File: src/rtl/a25_copro_initiator.sv
// a25_copro_initiator
// Turns a core-side request (MCR/MRC) into a coprocessor 15 operation and
// returns a single response. Requests that target any other coprocessor
// number are answered directly with an error and never reach the coprocessor.
// Reads take one extra CAPTURE cycle, because the coprocessor read register
// only holds data for the addressed crn one edge after the issue.

module a25_copro_initiator (
  input  logic        i_clk,
  input  logic        i_rst_n,
  input  logic        i_core_stall,

  input  logic        i_req_valid,
  output logic        o_req_ready,
  input  logic        i_req_write,
  input  logic [3:0]  i_req_num,
  input  logic [3:0]  i_req_crn,
  input  logic [3:0]  i_req_crm,
  input  logic [2:0]  i_req_opcode1,
  input  logic [2:0]  i_req_opcode2,
  input  logic [31:0] i_req_wdata,

  output logic        o_rsp_valid,
  input  logic        i_rsp_ready,
  output logic [31:0] o_rsp_rdata,
  output logic        o_rsp_err,

  output logic [1:0]  o_copro_operation,
  output logic [3:0]  o_copro_num,
  output logic [3:0]  o_copro_crn,
  output logic [3:0]  o_copro_crm,
  output logic [2:0]  o_copro_opcode1,
  output logic [2:0]  o_copro_opcode2,
  output logic [31:0] o_copro_write_data,
  input  logic [31:0] i_copro_read_data
);

  typedef enum logic [1:0] {
    IDLE    = 2'd0,
    ISSUE   = 2'd1,
    CAPTURE = 2'd2,
    RESP    = 2'd3
  } state_t;

  localparam logic [1:0] OP_IDLE  = 2'd0;
  localparam logic [1:0] OP_READ  = 2'd1;
  localparam logic [1:0] OP_WRITE = 2'd2;

  localparam logic [3:0] CP15 = 4'd15;

  state_t      state_q;
  logic        write_q;
  logic [1:0]  op_q;
  logic [3:0]  num_q;
  logic [3:0]  crn_q;
  logic [3:0]  crm_q;
  logic [2:0]  opcode1_q;
  logic [2:0]  opcode2_q;
  logic [31:0] wdata_q;
  logic [31:0] rdata_q;
  logic        err_q;
  logic        rsp_valid_q;
  logic        req_ready_q;

  // Request/response state machine; every output comes straight from a register.
  always_ff @(posedge i_clk) begin
    if (!i_rst_n) begin
      state_q     <= IDLE;
      write_q     <= 1'b0;
      op_q        <= OP_IDLE;
      num_q       <= 4'd0;
      crn_q       <= 4'd0;
      crm_q       <= 4'd0;
      opcode1_q   <= 3'd0;
      opcode2_q   <= 3'd0;
      wdata_q     <= 32'd0;
      rdata_q     <= 32'd0;
      err_q       <= 1'b0;
      rsp_valid_q <= 1'b0;
      req_ready_q <= 1'b1;
    end else begin
      case (state_q)
        IDLE: begin
          if (i_req_valid) begin
            write_q     <= i_req_write;
            num_q       <= i_req_num;
            crn_q       <= i_req_crn;
            crm_q       <= i_req_crm;
            opcode1_q   <= i_req_opcode1;
            opcode2_q   <= i_req_opcode2;
            wdata_q     <= i_req_wdata;
            req_ready_q <= 1'b0;
            if (i_req_num == CP15) begin
              op_q    <= i_req_write ? OP_WRITE : OP_READ;
              state_q <= ISSUE;
            end else begin
              rdata_q     <= 32'd0;
              err_q       <= 1'b1;
              rsp_valid_q <= 1'b1;
              state_q     <= RESP;
            end
          end
        end

        ISSUE: begin
          if (!i_core_stall) begin
            op_q <= OP_IDLE;
            if (write_q) begin
              rdata_q     <= 32'd0;
              err_q       <= 1'b0;
              rsp_valid_q <= 1'b1;
              state_q     <= RESP;
            end else begin
              state_q <= CAPTURE;
            end
          end
        end

        CAPTURE: begin
          rdata_q     <= i_copro_read_data;
          err_q       <= 1'b0;
          rsp_valid_q <= 1'b1;
          state_q     <= RESP;
        end

        RESP: begin
          if (i_rsp_ready) begin
            rsp_valid_q <= 1'b0;
            req_ready_q <= 1'b1;
            state_q     <= IDLE;
          end
        end

        default: begin
          op_q        <= OP_IDLE;
          rsp_valid_q <= 1'b0;
          req_ready_q <= 1'b1;
          state_q     <= IDLE;
        end
      endcase
    end
  end

  assign o_req_ready        = req_ready_q;
  assign o_rsp_valid        = rsp_valid_q;
  assign o_rsp_rdata        = rdata_q;
  assign o_rsp_err          = err_q;
  assign o_copro_operation  = op_q;
  assign o_copro_num        = num_q;
  assign o_copro_crn        = crn_q;
  assign o_copro_crm        = crm_q;
  assign o_copro_opcode1    = opcode1_q;
  assign o_copro_opcode2    = opcode2_q;
  assign o_copro_write_data = wdata_q;

endmodule

File: config.mk
export PLATFORM = sky130hd
export DESIGN_NAME = a25_copro_initiator
export DESIGN_NICKNAME = d
export VERILOG_FILES = /design/src/rtl/a25_copro_initiator.sv
export SDC_FILE = /design/constraint.sdc
export NUM_CORES = 1
export LEC_CHECK = 0
export CORE_ASPECT_RATIO = 0.9
export CORE_MARGIN = 2
export CORE_UTILIZATION = 39
export DETAILED_ROUTE_END_ITERATION = 10
export HOLD_SLACK_MARGIN = 0.08
export PLACE_DENSITY_LB_ADDON = 0.1
export SLEW_MARGIN = 25
export SYNTH_ARGS = -nofsm -noshare
export SYNTH_HDL_FRONTEND = slang
export SYNTH_SLANG_ARGS = --single-unit
export TNS_END_PERCENT = 20
File: constraint.sdc
create_clock -name i_clk -period 1.95 [get_ports i_clk]
set_input_delay 0.195 -clock i_clk [delete_from_list [all_inputs] [get_ports i_clk]]
set_output_delay 0.195 -clock i_clk [all_outputs]
set_load 0.05 [all_outputs]
**After elaboration in Yosys (flattened, before gate mapping)**

Cells that the tools add are included.

- Register bits: 90
- Input bits: 88
- Output and inout port bits: 87
- Logic and storage cells: 61

- Eq/ne operators: 10
- Mux-type cells: 28
- Reductions and logical operators: 10

Operators with widths:

| operator | count |
|---|---|
| $mux 32 | 4 |
| $pmux 32 s3 | 1 |
| $mux 2 | 8 |
| $ne 2x2->1 const B | 6 |
| $mux 1 | 10 |
| $reduce_and 5->1 | 2 |
| $pmux 2 s4 | 1 |
| $reduce_and 3->1 | 2 |
| $eq 2x2->1 const B | 2 |
| $eq 4x4->1 const B | 1 |
| $pmux 1 s4 | 1 |
| $pmux 2 s2 | 1 |
| $reduce_and 4->1 | 1 |
| $reduce_bool 2->1 | 2 |
| $pmux 1 s3 | 1 |
| $reduce_bool 3->1 | 1 |
| $eq 2x1->1 const B | 1 |
| $logic_not 2->1 | 1 |
| $pmux 1 s2 | 1 |
| $reduce_and 2->1 | 1 |

**Logic depth before layout (Yosys ltp)**

- Word-level depth: 4
- Mapped depth: 9
- Gate-level depth less buffers: 6

**Worst setup path before layout**

OpenSTA, ideal clock, no wires.

- Kind: flip-flop to flip-flop
- Start point: register state_q[0]
- End point: register rdata_q[21], in the netlist o_rsp_rdata[21]
- Library setup time: 117 ps
- Data arrival time: 1539 ps
- Data required time: 1833 ps
- Slack: 294 ps
- Cell stages (with the launch flop): 9
- Buffers on the path: 3
- Period minus slack after synthesis: 1656 ps
- Cell sequence: dfxtp_1 -> inv_1 -> ha_1 -> buf_4 -> mux2i_1 -> a221oi_2 -> buf_6 -> buf_4 -> o21ai_1

- Cells in the longest elaborated chain, start to end: 3
- Elaborated cells between the ends (all ways): 10
- Those cells by class: eq/ne: 6; mux: 1; reduce/logical: 3

Ends and longest elaborated chain:

| element | RTL line | text |
|---|---|---|
| from (decl) | 51 | `state_t state_q;` |
| from (signal assigned) | 68 | `state_q <= IDLE;` |
| from (signal assigned) | 95 | `state_q <= ISSUE;` |
| from (signal assigned) | 100 | `state_q <= RESP;` |
| $eq 2x1->1, or another cell as far along | 82 | `case (state_q)` |
| $ne 2x2->1 (no source line) or $reduce_bool 3->1 (tied branches) | -- |  |
| $reduce_and 5->1 (no source line) | -- |  |
| to (signal assigned) | 120 | `rdata_q <= i_copro_read_data;` |
| to (decl) | 60 | `logic [31:0] rdata_q;` |

Parallel ways exist; a longest one is shown, timed or not.
A chain may end at the register's enable or synchronous reset.

**Final worst setup path**

- Start point: register state_q[1]
- End point: register rdata_q[13], in the netlist o_rsp_rdata[13]

The elaborated chain is that of the path after synthesis.

==> metrics.cfg <==
[run_status]
status = finished clean

[yosys]
syn-cell-area_mm2 = 0.00349
synth_cell_types = 30
ys.flop_type = dfxtp_1
ys_ff_latch = 90
yosys-top-cells-area = dfxtp_1, nand2_1, a21boi_0, nand3_1, o21ai_1
synth_top_area_cell = dfxtp_1
synth_cells = 420
synth_fp_nets = 514
synth_top_area_share_pct = 51.6
async_flop_share_pct = 0
yosysSeqAreaShare_pct = 51.6
syn-mean-instance-area_um2 = 8.32
synth_edf_count = 0
yosysWarnings = 0

[timing]
max_freq_mhz = 555
worst_pin_slew_ns = 0.537
setup-tns-final_ns = 0
slew_violations = 0
slew-limit-headroom_pct = 64.1
period_share_pct = 92.4
period_needed_ns = 1.80
hold_viol_final = 0
finalSetupViolCount = 0
rsz0062_at_grt = no
clock_skew_ns = 0.00850

[floorplanning]
initial_utilization_pct = 40.4
die_y_um = 93.8
die_area_mm2 = 0.00973
pin_count = 175
rows = 32
die_w_um = 104
core_area_mm2 = 0.00865

[finish]
synthToLayoutAreaGrowth_pct = 60.3
n_antenna_cell = 0
drive_gt1_share_pct = 5.76
finalNetCount = 679

[pwr]
power.leakage_nw = 2.00
max-vdd-ir-drop_mv = 0.607
p_total_w = 0.00705
powerDensity_mw_per_mm2 = 1260

[placement]
io_buffers = 174
post-dp-hpwl_um = 6680
gp_congestion = 0.794

[critical_path]
rr_startpoint = state_q[1]$_SDFFE_PN0P_
required_ns = 2.23
rrSetupSlack_ns = 0.15
crit_path_max_fanout = 32
start_kind = flop
worstReg2RegEnd = o_rsp_rdata[13]$_SDFFE_PN0P_
crit_path_end = o_rsp_rdata[13]$_SDFFE_PN0P_
reg2reg_depth = 7
critical_path.startpoint = state_q[1]$_SDFFE_PN0P_
cp.arrival_ns = 2.08
critical_path_class = reg2reg
cp-end-kind = flop

[global_route]
overflow = 0
grt_pass1_wl_um = 15400
grt_max_degree = 66
grt_pass1_vias = 3234
grt.total_usage_pct = 19.2
antenna_found_initial = 0

[detailed_routing]
wire_per_inst_um = 13.7
viasPerCell = 4.72
wl_um = 9700
drt_pass1_iterations = 4
ant_nets = 0
drtIter0Drc = 78
via_count = 3343
drc = 0

[clocking]
ctsRootBufferMaster = clkbuf_8
holdBufCountCts = 0
clk_pin_slew_worst_paths_ns = 0.09
clock_path_buffers = 2
cts_buffers = 9
htree_levels = 3
cts_sinks = 90
cts_tree = built
clock_latency_ns = 0.34

[hold_path]
hp-class = in2reg

[run]
max-cap-violations = 0

metrics by stage:
step                      cell area (µm²)  hold slack [ns]  utilization, %  setup slack [ns]  instances
after CTS                            5510            0.286            63.7            0.0270        704
final                                5600            0.301            64.7             0.148        709
after floorplan                      3490            0.325               -             0.294        420
after global placement               5320            0.434            61.5             0.194        688
after global routing                 5600            0.342            64.7            0.0553        709
after detailed placement             5320            0.440            61.5            0.0389        688
synth_stat cells, drive strengths merged (2+ instances only):
cell type  count
buf           11
dfxtp         90
a21boi        45
a21oi          9
nor2           3
ha             6
a221oi         3
clkbuf        22
inv            5
and2           2
o21ai         37
nand2        141
nand3         34
state kept, by name, summed over array words and instances, names as in the netlist:
register	flops
o_copro_num	4
o_rsp_rdata	32
o_copro_write_data	32
o_copro_crm	4
o_rsp_valid	1
state_q	2
o_copro_operation	2
o_copro_opcode1	3
o_copro_crn	4
write_q	1
o_rsp_err	1
o_req_ready	1
o_copro_opcode2	3
worst max-delay path, stage by stage, from the launching register on:
cell       delay (ns)
dfxtp_1          0.41
inv_1            0.14
ha_1             0.31
a221oi_4         0.31
buf_4            0.19
clkbuf_16        0.21
nand3_1          0.08
o21ai_1          0.08
layout by cell type (no fill, tap or decap), drive strengths merged:
cell type / n
nor2b: 1
nand3b: 1
o2111ai: 1
a31oi: 1
and2: 2
a211oi: 1
buf: 12
nand2b: 1
nand3: 34
a41o: 1
and4: 1
a21boi: 45
dfxtp: 90
clkdlybuf4s50: 173
bufinv: 1
clkbuf: 14
a22oi: 1
nor2: 3
nor3b: 1
o211a: 1
ha: 6
nand2: 141
mux2i: 1
a221oi: 3
inv: 5
clkinvlp: 3
a21oi: 9
o21ai: 37
per-layer routing:
layer / GRT usage (%) / vias to the layer above / part of all wire (%)
met4: 6.87 / 0 / 1.5
li1: - / 1719 / -
met3: 6.38 / 14 / 7.6
met2: 32.0 / 113 / 45
met5: 0 / - / 0
met1: 23.5 / 1497 / 45
power by group:
| group | leakage [nW] | internal [W] | total, W | switching [W] |
|---|---|---|---|---|
| Sequential | 0.734 | 0.00215 | 0.00231 | 0.000164 |
| Combinational | 1.18 | 0.00131 | 0.00351 | 0.00220 |
| Clock | 0.0828 | 0.000595 | 0.00122 | 0.000629 |
| Total | 2.00 | 0.00405 | 0.00705 | 0.00300 |
how the worst min path moves through the flow:
| stage | from | end | cells after the start |
|---|---|---|---|
| after global placement | o_rsp_rdata[20]$_SDFFE_PN0P_ | o_rsp_rdata[20]$_SDFFE_PN0P_ | 2 |
| after detailed placement | o_rsp_rdata[30]$_SDFFE_PN0P_ | o_rsp_rdata[30]$_SDFFE_PN0P_ | 2 |
| after global routing | i_rst_n | o_copro_write_data[2]$_SDFFE_PN0P_ | 3 |
| final | i_rst_n | o_copro_write_data[2]$_SDFFE_PN0P_ | 3 |
| after CTS | i_rst_n | o_copro_write_data[2]$_SDFFE_PN0P_ | 3 |
| after floorplan | i_copro_read_data[0] | o_rsp_rdata[0]$_SDFFE_PN0P_ | 2 |
cell families after synthesis:
group           after synthesis  share of synthesized area, %
buf+inv                      38                          5.37
flops                        90                          51.6
simple gates                185                          21.8
compound gates              100                          18.8
fa+ha+maj                     6                          2.15
mux                           1                         0.287
area by class of cell:
class                      count  area, µm²
fill                         776       3050
timing repair buffer         187       1910
sequential                    90       1800
multi-input combinational    292       1540
tap                          119        149
clock buffer                  12        135
clock inverter                 4       52.6
inverter                       5       18.8
what timing repair did:
| action | in CTS | in global routing |
|---|---|---|
| buffers inserted | 0 | 3 |
| setup endpoints to repair | 0 | 34 |
| resized for setup | 0 | 3 |
No activity file was read; power rests on OpenSTA's default activity.
